<file path="src/rtl/stream_demux_1x4_if.sv">
// Handshake bundle for the 1-to-4 buffered stream demultiplexer.
// master = upstream/downstream environment, slave = the demux itself.
interface stream_demux_1x4_if #(
  parameter int WIDTH = 8
);
  logic               in_valid;
  logic               in_ready;
  logic [WIDTH-1:0]   in_data;
  logic [1:0]         in_sel;
  logic               rr_mode;
  logic [3:0]         out_valid;
  logic [3:0]         out_ready;
  logic [4*WIDTH-1:0] out_data;
  logic [1:0]         rr_ptr;

  modport master (
    output in_valid, in_data, in_sel,
    output rr_mode, out_ready,
    input  in_ready, out_valid,
    input  out_data, rr_ptr
  );

  modport slave (
    input  in_valid, in_data, in_sel,
    input  rr_mode, out_ready,
    output in_ready, out_valid,
    output out_data, rr_ptr
  );
endinterface

</file>
<file path="src/rtl/stream_demux_1x4.sv">
// Buffered 1-to-4 stream demux: one small FIFO per lane,
// routing by explicit select or by a round-robin pointer.
module stream_demux_1x4 #(
  parameter int WIDTH = 8,
  parameter int DEPTH = 2
) (
  input logic              clk,
  input logic              rst,
  stream_demux_1x4_if.slave bus
);
  localparam int AW = (DEPTH > 1) ? $clog2(DEPTH) : 1;
  localparam int CW = $clog2(DEPTH + 1);

  typedef logic [AW-1:0] ptr_t;
  typedef logic [CW-1:0] cnt_t;

  logic [WIDTH-1:0] mem_q [4][DEPTH];
  ptr_t       wr_q [4];
  ptr_t       wr_d [4];
  ptr_t       rd_q [4];
  ptr_t       rd_d [4];
  cnt_t       cnt_q [4];
  cnt_t       cnt_d [4];
  logic [1:0] rr_q, rr_d;

  logic [1:0]         dest;
  logic [3:0]         full;
  logic [3:0]         push;
  logic [3:0]         pop;
  logic               rdy;
  logic               acc;
  logic [3:0]         ov;
  logic [4*WIDTH-1:0] od;

  // Lane choice, acceptance and per-lane push/pop strobes.
  always_comb begin
    dest = bus.rr_mode ? rr_q : bus.in_sel;
    full = '0;
    for (int i = 0; i < 4; i++)
      full[i] = (cnt_q[i] == CW'(DEPTH));
    rdy  = !rst && !full[dest];
    acc  = bus.in_valid && rdy;
    push = '0;
    pop  = '0;
    for (int i = 0; i < 4; i++) begin
      push[i] = acc && (dest == 2'(i));
      pop[i]  = ov[i] && bus.out_ready[i];
    end
  end

  // Read side: head word of each lane, masked when empty.
  always_comb begin
    ov = '0;
    od = '0;
    for (int i = 0; i < 4; i++) begin
      ov[i] = (cnt_q[i] != '0);
      if (ov[i])
        od[i*WIDTH +: WIDTH] = mem_q[i][rd_q[i]];
    end
  end

  // Next-state for pointers, counts and round-robin lane.
  always_comb begin
    rr_d = rr_q;
    for (int i = 0; i < 4; i++) begin
      wr_d[i]  = wr_q[i];
      rd_d[i]  = rd_q[i];
      cnt_d[i] = cnt_q[i];
      if (push[i])
        wr_d[i] = wr_q[i] + 1'b1;
      if (pop[i])
        rd_d[i] = rd_q[i] + 1'b1;
      if (push[i] && !pop[i])
        cnt_d[i] = cnt_q[i] + 1'b1;
      else if (pop[i] && !push[i])
        cnt_d[i] = cnt_q[i] - 1'b1;
    end
    if (acc && bus.rr_mode)
      rr_d = rr_q + 2'd1;
  end

  // Control state; reset discards everything in flight.
  always_ff @(posedge clk or posedge rst) begin
    if (rst) begin
      rr_q <= '0;
      for (int i = 0; i < 4; i++) begin
        wr_q[i]  <= '0;
        rd_q[i]  <= '0;
        cnt_q[i] <= '0;
      end
    end else begin
      rr_q <= rr_d;
      for (int i = 0; i < 4; i++) begin
        wr_q[i]  <= wr_d[i];
        rd_q[i]  <= rd_d[i];
        cnt_q[i] <= cnt_d[i];
      end
    end
  end

  // Storage needs no reset: empty lanes are masked on output.
  always_ff @(posedge clk) begin
    if (acc)
      mem_q[dest][wr_q[dest]] <= bus.in_data;
  end

  assign bus.in_ready  = rdy;
  assign bus.out_valid = ov;
  assign bus.out_data  = od;
  assign bus.rr_ptr    = rr_q;
endmodule
</file>
<file path="src/flat_wrapper.sv">
// flat-port wrapper written by rule: the top's interface ports become plain ports
module stream_demux_1x4_flat 
#(
  parameter int WIDTH = 8,
  parameter int DEPTH = 2
)
  (clk, rst, bus_in_valid, bus_in_data, bus_in_sel, bus_rr_mode, bus_out_ready, bus_in_ready, bus_out_valid, bus_out_data, bus_rr_ptr);
  stream_demux_1x4_if #(.WIDTH(WIDTH)) bus_i ();
  input logic clk;
  input logic rst;
  input wire logic [$bits(bus_i.in_valid)-1:0] bus_in_valid;
  input wire logic [$bits(bus_i.in_data)-1:0] bus_in_data;
  input wire logic [$bits(bus_i.in_sel)-1:0] bus_in_sel;
  input wire logic [$bits(bus_i.rr_mode)-1:0] bus_rr_mode;
  input wire logic [$bits(bus_i.out_ready)-1:0] bus_out_ready;
  output wire logic [$bits(bus_i.in_ready)-1:0] bus_in_ready;
  output wire logic [$bits(bus_i.out_valid)-1:0] bus_out_valid;
  output wire logic [$bits(bus_i.out_data)-1:0] bus_out_data;
  output wire logic [$bits(bus_i.rr_ptr)-1:0] bus_rr_ptr;
  assign bus_i.in_valid = bus_in_valid;
  assign bus_i.in_data = bus_in_data;
  assign bus_i.in_sel = bus_in_sel;
  assign bus_i.rr_mode = bus_rr_mode;
  assign bus_i.out_ready = bus_out_ready;
  assign bus_in_ready = bus_i.in_ready;
  assign bus_out_valid = bus_i.out_valid;
  assign bus_out_data = bus_i.out_data;
  assign bus_rr_ptr = bus_i.rr_ptr;
  stream_demux_1x4 #(.WIDTH(WIDTH), .DEPTH(DEPTH)) u_core (.clk(clk), .rst(rst), .bus(bus_i));
endmodule
</file>
<file path="config.mk">
export PLATFORM = sky130hd
export DESIGN_NAME = stream_demux_1x4_flat
export DESIGN_NICKNAME = d
export VERILOG_FILES = /design/src/rtl/stream_demux_1x4_if.sv /design/src/rtl/stream_demux_1x4.sv /design/src/flat_wrapper.sv
export SDC_FILE = /design/constraint.sdc
export NUM_CORES = 1
export LEC_CHECK = 0
export ABC_AREA = 1
export CORE_ASPECT_RATIO = 0.75
export CORE_MARGIN = 10
export CORE_UTILIZATION = 30
export CTS_BUF_LIST = sky130_fd_sc_hd__clkbuf_4 sky130_fd_sc_hd__clkbuf_8
export DETAILED_ROUTE_END_ITERATION = 8
export HOLD_SLACK_MARGIN = 0.06
export PLACE_DENSITY = 0.47
export SLEW_MARGIN = 40
export SYNTH_ARGS = -nofsm -noshare
export SYNTH_HDL_FRONTEND = slang
export SYNTH_SLANG_ARGS = --single-unit
</file>
<file path="constraint.sdc">
create_clock -name clk -period 2.3 [get_ports clk]
set_input_delay 0.23 -clock clk [delete_from_list [all_inputs] [get_ports clk]]
set_output_delay 0.23 -clock clk [all_outputs]
set_load 0.02 [all_outputs]
</file>
After elaboration in Yosys (flattened, before gate mapping)
Memory sizes are Yosys's and may differ from the RTL's.
Cells that the tools add are included.
{"block": "classes", "addsub": 17, "multipliers": 0, "div_mod_pow": 0, "order_cmp": 8, "eq_ne": 7, "shift": 0, "mux": 34, "bitwise_logic": 6, "n_reduce_logical": 39}
{"cell": "8-bit 2-to-1 mux", "n": 17}
{"cell": "1-bit logical AND", "n": 20}
{"cell": "2-bit 2-to-1 mux", "n": 9}
{"cell": "16-bit 2-to-1 mux", "n": 1}
{"cell": "2-bit nonzero test", "n": 8}
{"cell": "2-bit == test (second input constant)", "n": 6}
{"cell": "2-bit by 1-bit adder with 2-bit output (second input constant)", "n": 5}
{"cell": "2-bit >= comparator (second input constant)", "n": 5}
{"cell": "1-bit zero test", "n": 10}
{"cell": "1-bit NOT with 2-bit output", "n": 5}
{"cell": "1-bit adder (second input constant)", "n": 8}
{"cell": "8-bit demux with 1-bit select", "n": 1}
{"cell": "2-bit by 1-bit subtractor with 2-bit output (second input constant)", "n": 4}
{"cell": "1-bit binary-select mux with 2-bit select", "n": 2}
{"cell": "1-bit 2-to-1 mux", "n": 4}
{"cell": "3-bit >= comparator (second input constant)", "n": 1}
{"cell": "2-bit by 3-bit less-than comparator with 1-bit output (second input constant)", "n": 1}
{"cell": "2-bit NOT with 3-bit output", "n": 1}
{"cell": "2-bit by 1-bit == test with 1-bit output (second input constant)", "n": 1}
{"cell": "2-bit zero test", "n": 1}
{"cell": "2-bit by 1-bit less-than comparator with 1-bit output (second input constant)", "n": 1}
{"block": "totals", "ff_bits": 18, "latch_bits": 0, "mem_bits_rw": 64, "romBits": 0, "inputBits": 18, "out_inout_bits": 39, "mem_count": 1}
{"memory": "u_core.mem_q", "depth": 4, "word_bits": 16, "rd": 4, "rd_ports_with_merged_regs": 0, "wr": 1, "line_no": "stream_demux_1x4.sv:17", "rtl": "logic [WIDTH-1:0] mem_q [4][DEPTH];"}

Logic depth before layout (Yosys ltp)
{"block": "depth", "ltp_word": 11, "ltp_mapped": 13, "mapped_depth_nobuf": 12}

Worst setup path after synthesis
Ideal clock, no wire load.
{"block": "synth_path", "path_type": "register to register", "startpoint": "reg u_core.rr_q[0] (netlist: u_core.bus.rr_ptr[0])", "endpoint": "reg u_core.cnt_q[1] (netlist bit)", "setup_time_ps": 131, "t_arrival_ps": 1799, "required_time_ps": 2169, "path_slack_ps": 370, "stages_incl_launch_ff": 13, "path_buffers": 0, "cell_sequence": "dfrtp_1 nand2_4 inv_2 nor2_4 nand2_1 nor2_2 nor2_4 nand4_1 inv_1 ha_1 a21oi_1 o21ai_0 xor2_1"}
{"block": "synth_between", "elab_chain_cells": 10, "elab_cells_between_ends": 13, "classes_between": "1 x eq/ne; 4 x mux; 8 x reduce/logical"}
{"element": "start: declaration", "line_no": "stream_demux_1x4.sv:24", "rtl": "logic [1:0] rr_q, rr_d;"}
{"element": "start signal: assignment", "line_no": "stream_demux_1x4.sv:92", "rtl": "rr_q <= rr_d;"}
{"element": "2-bit 2-to-1 mux *", "line_no": "stream_demux_1x4.sv:37", "rtl": "dest = bus.rr_mode ? rr_q : bus.in_sel;"}
{"element": "1-bit binary-select mux with 2-bit select", "line_no": "stream_demux_1x4.sv:41", "rtl": "rdy = !rst && !full[dest];"}
{"element": "1-bit 2-to-1 mux (not written as such)", "line_no": "stream_demux_1x4.sv:41"}
{"element": "1-bit zero test", "line_no": "stream_demux_1x4.sv:41"}
{"element": "1-bit logical AND", "line_no": "stream_demux_1x4.sv:41"}
{"element": "1-bit logical AND", "line_no": "stream_demux_1x4.sv:42", "rtl": "acc = bus.in_valid && rdy;"}
{"element": "1-bit logical AND *", "line_no": "stream_demux_1x4.sv:46", "rtl": "push[i] = acc && (dest == 2'(i));"}
{"element": "net u_core.push[3]", "line_no": "stream_demux_1x4.sv:28", "rtl": "logic [3:0] push;"}
{"element": "1-bit zero test", "line_no": "stream_demux_1x4.sv:75", "rtl": "else if (pop[i] && !push[i])"}
{"element": "1-bit logical AND", "line_no": "stream_demux_1x4.sv:75"}
{"element": "2-bit nonzero test (no source line)"}
{"element": "end signal: indexed assignment", "line_no": "stream_demux_1x4.sv:96", "rtl": "cnt_q[i] <= cnt_d[i];"}
{"element": "end: declaration", "line_no": "stream_demux_1x4.sv:22", "rtl": "cnt_t cnt_q [4];"}
Mark *: on every way through the listed nets, which the timed path passes. The rest lies on a longest branch. The select of a mux whose other input is x is not followed.
A chain may end at the register's enable or synchronous reset.

Worst setup path in the final report
{"block": "layout_path", "startpoint": "reg u_core.rd_q[1] (netlist bit)", "endpoint": "out bus_out_data[21]"}
{"block": "layout_between", "elab_chain_cells": 5}
{"element": "start: declaration", "line_no": "stream_demux_1x4.sv:20", "rtl": "ptr_t rd_q [4];"}
{"element": "start signal: indexed assignment", "line_no": "stream_demux_1x4.sv:95", "rtl": "rd_q[i] <= rd_d[i];"}
{"element": "1-bit NOT with 2-bit output (not written as such)", "line_no": "stream_demux_1x4.sv:58", "rtl": "od[i*WIDTH +: WIDTH] = mem_q[i][rd_q[i]];"}
{"element": "8-bit 2-to-1 mux (not written as such) (3 in a row)", "line_no": "stream_demux_1x4.sv:58"}
{"element": "8-bit 2-to-1 mux", "line_no": "stream_demux_1x4.sv:57", "rtl": "if (ov[i])"}
{"element": "end: declaration", "line_no": "flat_wrapper.sv:18", "rtl": "output wire logic [$bits(bus_i.out_data)-1:0] bus_out_data;"}
No other way between the ends. The select of a mux whose other input is x is not followed.

==> out/metrics.yaml <==
yosys:
  synth_warnings: 0
  seq_area_frac_synth_pct: 66.55
  yosysTopAreaCellShare_pct: 53.91
  synth_nets: 339
  synth_cell_types: 26
  syn_avg_cell_area_sq_um: 11.25
  synth_area_sq_mm: 0.003565
  synth_largest_area_cell: "edfxtp_1"
  synthTopCellsByArea: "edfxtp_1 54%, dfrtp_1 13%, nand2_1 9.5%, a21oi_1 5.1%, inv_1 3.5%"
  ys_seq_elements: 82
  syn_inst: 317
cts:
  cts_sinks: 82
  cts_tree: "yes"
  clk_path_buf_depth: 2
  clk-insertion-delay-late_ps: 340
  htree_levels: 3
  cts_setup_buffers: 0
  cts_inserted_buffers: 9
  clock-root-buffer: "clkbuf_8"
  post_cts_resize_count: 1
  cts_hold_buf: 0
  cts.clk_slew.worst_paths_ps: 80
timing:
  fin_skew_ps: 6.396
  grt_setup_unrepaired: "false"
  timing.final.crit_share_pct: 95.87
  holdWs_ps: 344.5
  fmaxAchievable_mhz: 453.5
  tightest_slew_ps: 458.4
  setup_viol: 0
  min_period_ps: 2205
  fin_tns_setup_ps: 0
  hold_viol_final: 0
  finalWorstSetupSlack_ps: 95.06
  slew_headroom_pct: 69.41
  slew_viol_final: 0
power:
  swShare_pct: 39.35
  p_int_mw: 3.362
  power_leakage_nw: 1.928
  seqPwrFrac_pct: 37.0
  clockPowerShare_pct: 17.7
  power_mw: 5.544
  comb_power_share_pct: 45.2
  p_sw_mw: 2.182
  irDropWorstVdd_v: 0.0006946
  power.density_mw_per_mm2: 1195
placed_design:
  io_buffer_count: 56
  place.gp.congestion: 0.7688
  dp_hpwl_mm: 5.973
  placed_cell_area_sq_mm: 0.004432
  dpl_worst_slack_ps: -79.39
  placedCellCount: 543
setup_path:
  reg2reg_from: "u_core.bus.rr_ptr[0]"
  end_kind: "output port"
  arrival_ps: 1970
  critPathLaunchType: "flip-flop"
  ff2ff_path_depth: 12
  cp_max_fo: 9
  r2r-end: "u_core.cnt_q[1]"
  r2r_slack_ps: 300
  crit_type: "reg -> out"
  crit_required_ps: 2070
run_status:
  status: "completed"
finish:
  final_util_pct: 39.95
  drive_gt1_share_pct: 13.64
  n_antenna_cell: 0
  finalNonFillerCells: 558
  syn_to_final_growth_pct: 30.15
  nets: 414
  design_area_sq_mm: 0.004639
global_route:
  gr-total-overflow: 0
  antenna_found_initial: 0
  grt_pass1_wl_mm: 12.94
  grt_max_degree: 19
  grt_use_total_pct: 9.837
  grt_pass1_vias: 2425
die:
  start_util_pct: 30.69
  die_x_microns: 145.9
  ios: 57
  rows: 34
  core_sq_mm: 0.01161
  dieHeight_microns: 114.4
  dieArea_sq_mm: 0.01669
routing:
  ant_nets: 0
  drt-vias-per-instance: 4.220
  firstDrtPassIters: 4
  routed_wl_mm: 7.995
  drc: 0
  num_vias: 2355
  drt_iter0_markers: 152
  drt-wirelength-per-cell_microns: 14.33
worst_hold_path:
  worstHoldPathType: "in -> async"
run:
  drv_cap: 0
-- final cells by class --
cell class              instances  area (sq um)
fillers                      1147          6974
flip-flops and latches         82          2374
multi-input cells             189         998.5
repair buffers                 70         718.2
well taps                     162         202.7
inverters                      40         163.9
clock buffers                   9         123.9
clock inverters                 6         58.81
-- worst max-delay path, stage by stage (launching register included) --
cell and delay [ps]:
dfrtp_1 510, clkinvlp_4 210, nand2_1 70, a21oi_1 200, clkdlybuf4s50_1 650
-- placed cells by master (no fill, tap or decap), drive strengths merged --
| cell | count |
|---|---|
| clkbuf | 9 |
| clkdlybuf4s50 | 50 |
| inv | 36 |
| clkinv | 6 |
| nor2 | 18 |
| dlymetal6s2s | 6 |
| dfrtp | 18 |
| clkinvlp | 3 |
| o21ai | 4 |
| xnor2 | 4 |
| o2111ai | 1 |
| ha | 4 |
| a21oi | 36 |
| nand4 | 11 |
| xor2 | 9 |
| nand3 | 5 |
| nand2 | 97 |
| buf | 14 |
| edfxtp | 64 |
| bufinv | 1 |
-- synth_stat cells --
cell type  count
buf_2          4
edfxtp_1      64
clkinv_1       4
ha_1           4
nand3_2        3
nand2_4        3
nand4_2        1
nor2_2         6
inv_4          2
o2111ai_1      1
buf_6          1
nand2_1       90
nand4_1       10
o21ai_0        4
nand2_2        4
nand3_1        2
xnor2_1        4
inv_2          1
inv_1         33
nor2_4         2
nor2_1         9
xor2_1         9
clkbuf_4       1
a21oi_1       36
nor2_8         1
dfrtp_1       18
-- metal layers --
layer,part of all wire [%],vias up,track usage (%)
li1,-,1206,-
met1,52,1096,13.29
met2,42,48,14.01
met3,5.8,5,4.186
met4,0.61,0,2.823
met5,0,-,0
-- power by group through the flow --
stage / Sequential (mW) / Clock (mW) / Combinational (mW)
after floorplan: 2.00 / 0 / 1.51
after global placement: 2.07 / 0 / 2.55
after detailed placement: 2.08 / 0 / 2.56
after CTS: 2.05 / 1.04 / 2.58
after global routing: 2.09 / 1.09 / 2.77
final: 2.05 / 0.983 / 2.51
-- how the worst max path moves through the flow --
stage / slack, ps / cells past startpoint / startpoint / endpoint
5_1_grt: 2 / 4 / u_core.rd_q[3] / bus_out_data[7]
4_1_cts: 7 / 9 / bus_rr_mode / bus_in_ready
6_report: 100 / 4 / u_core.rd_q[1] / bus_out_data[21]
2_1_floorplan: 370 / 12 / u_core.bus.rr_ptr[0] / u_core.cnt_q[1]
3_5_place_dp: -80 / 14 / bus_rr_mode / u_core.cnt_q[5]
3_3_place_gp: -20 / 13 / bus_rr_mode / u_core.cnt_q[5]
-- sequential cells by signal, summed over array words and instances, names as in the netlist --
| register | count |
|---|---|
| u_core.rd_q | 4 |
| u_core.cnt_q | 8 |
| u_core.mem_q | 64 |
| u_core.wr_q | 4 |
| u_core.bus.rr_ptr | 2 |
-- kinds of logic (layout without fill, tap and decap cells) --
logic type / Yosys count / count (layout) / synth area share, %
and+or+nand+nor: 131 / 131 / 17.55
buffers and inverters: 46 / 125 / 5.440
AOI/OAI and AO/OA: 41 / 41 / 5.862
adders and majority gates: 4 / 4 / 1.404
DFF: 82 / 82 / 66.55
xor gates and xnor gates: 13 / 13 / 3.194
Power figures use the tool's default switching activity.
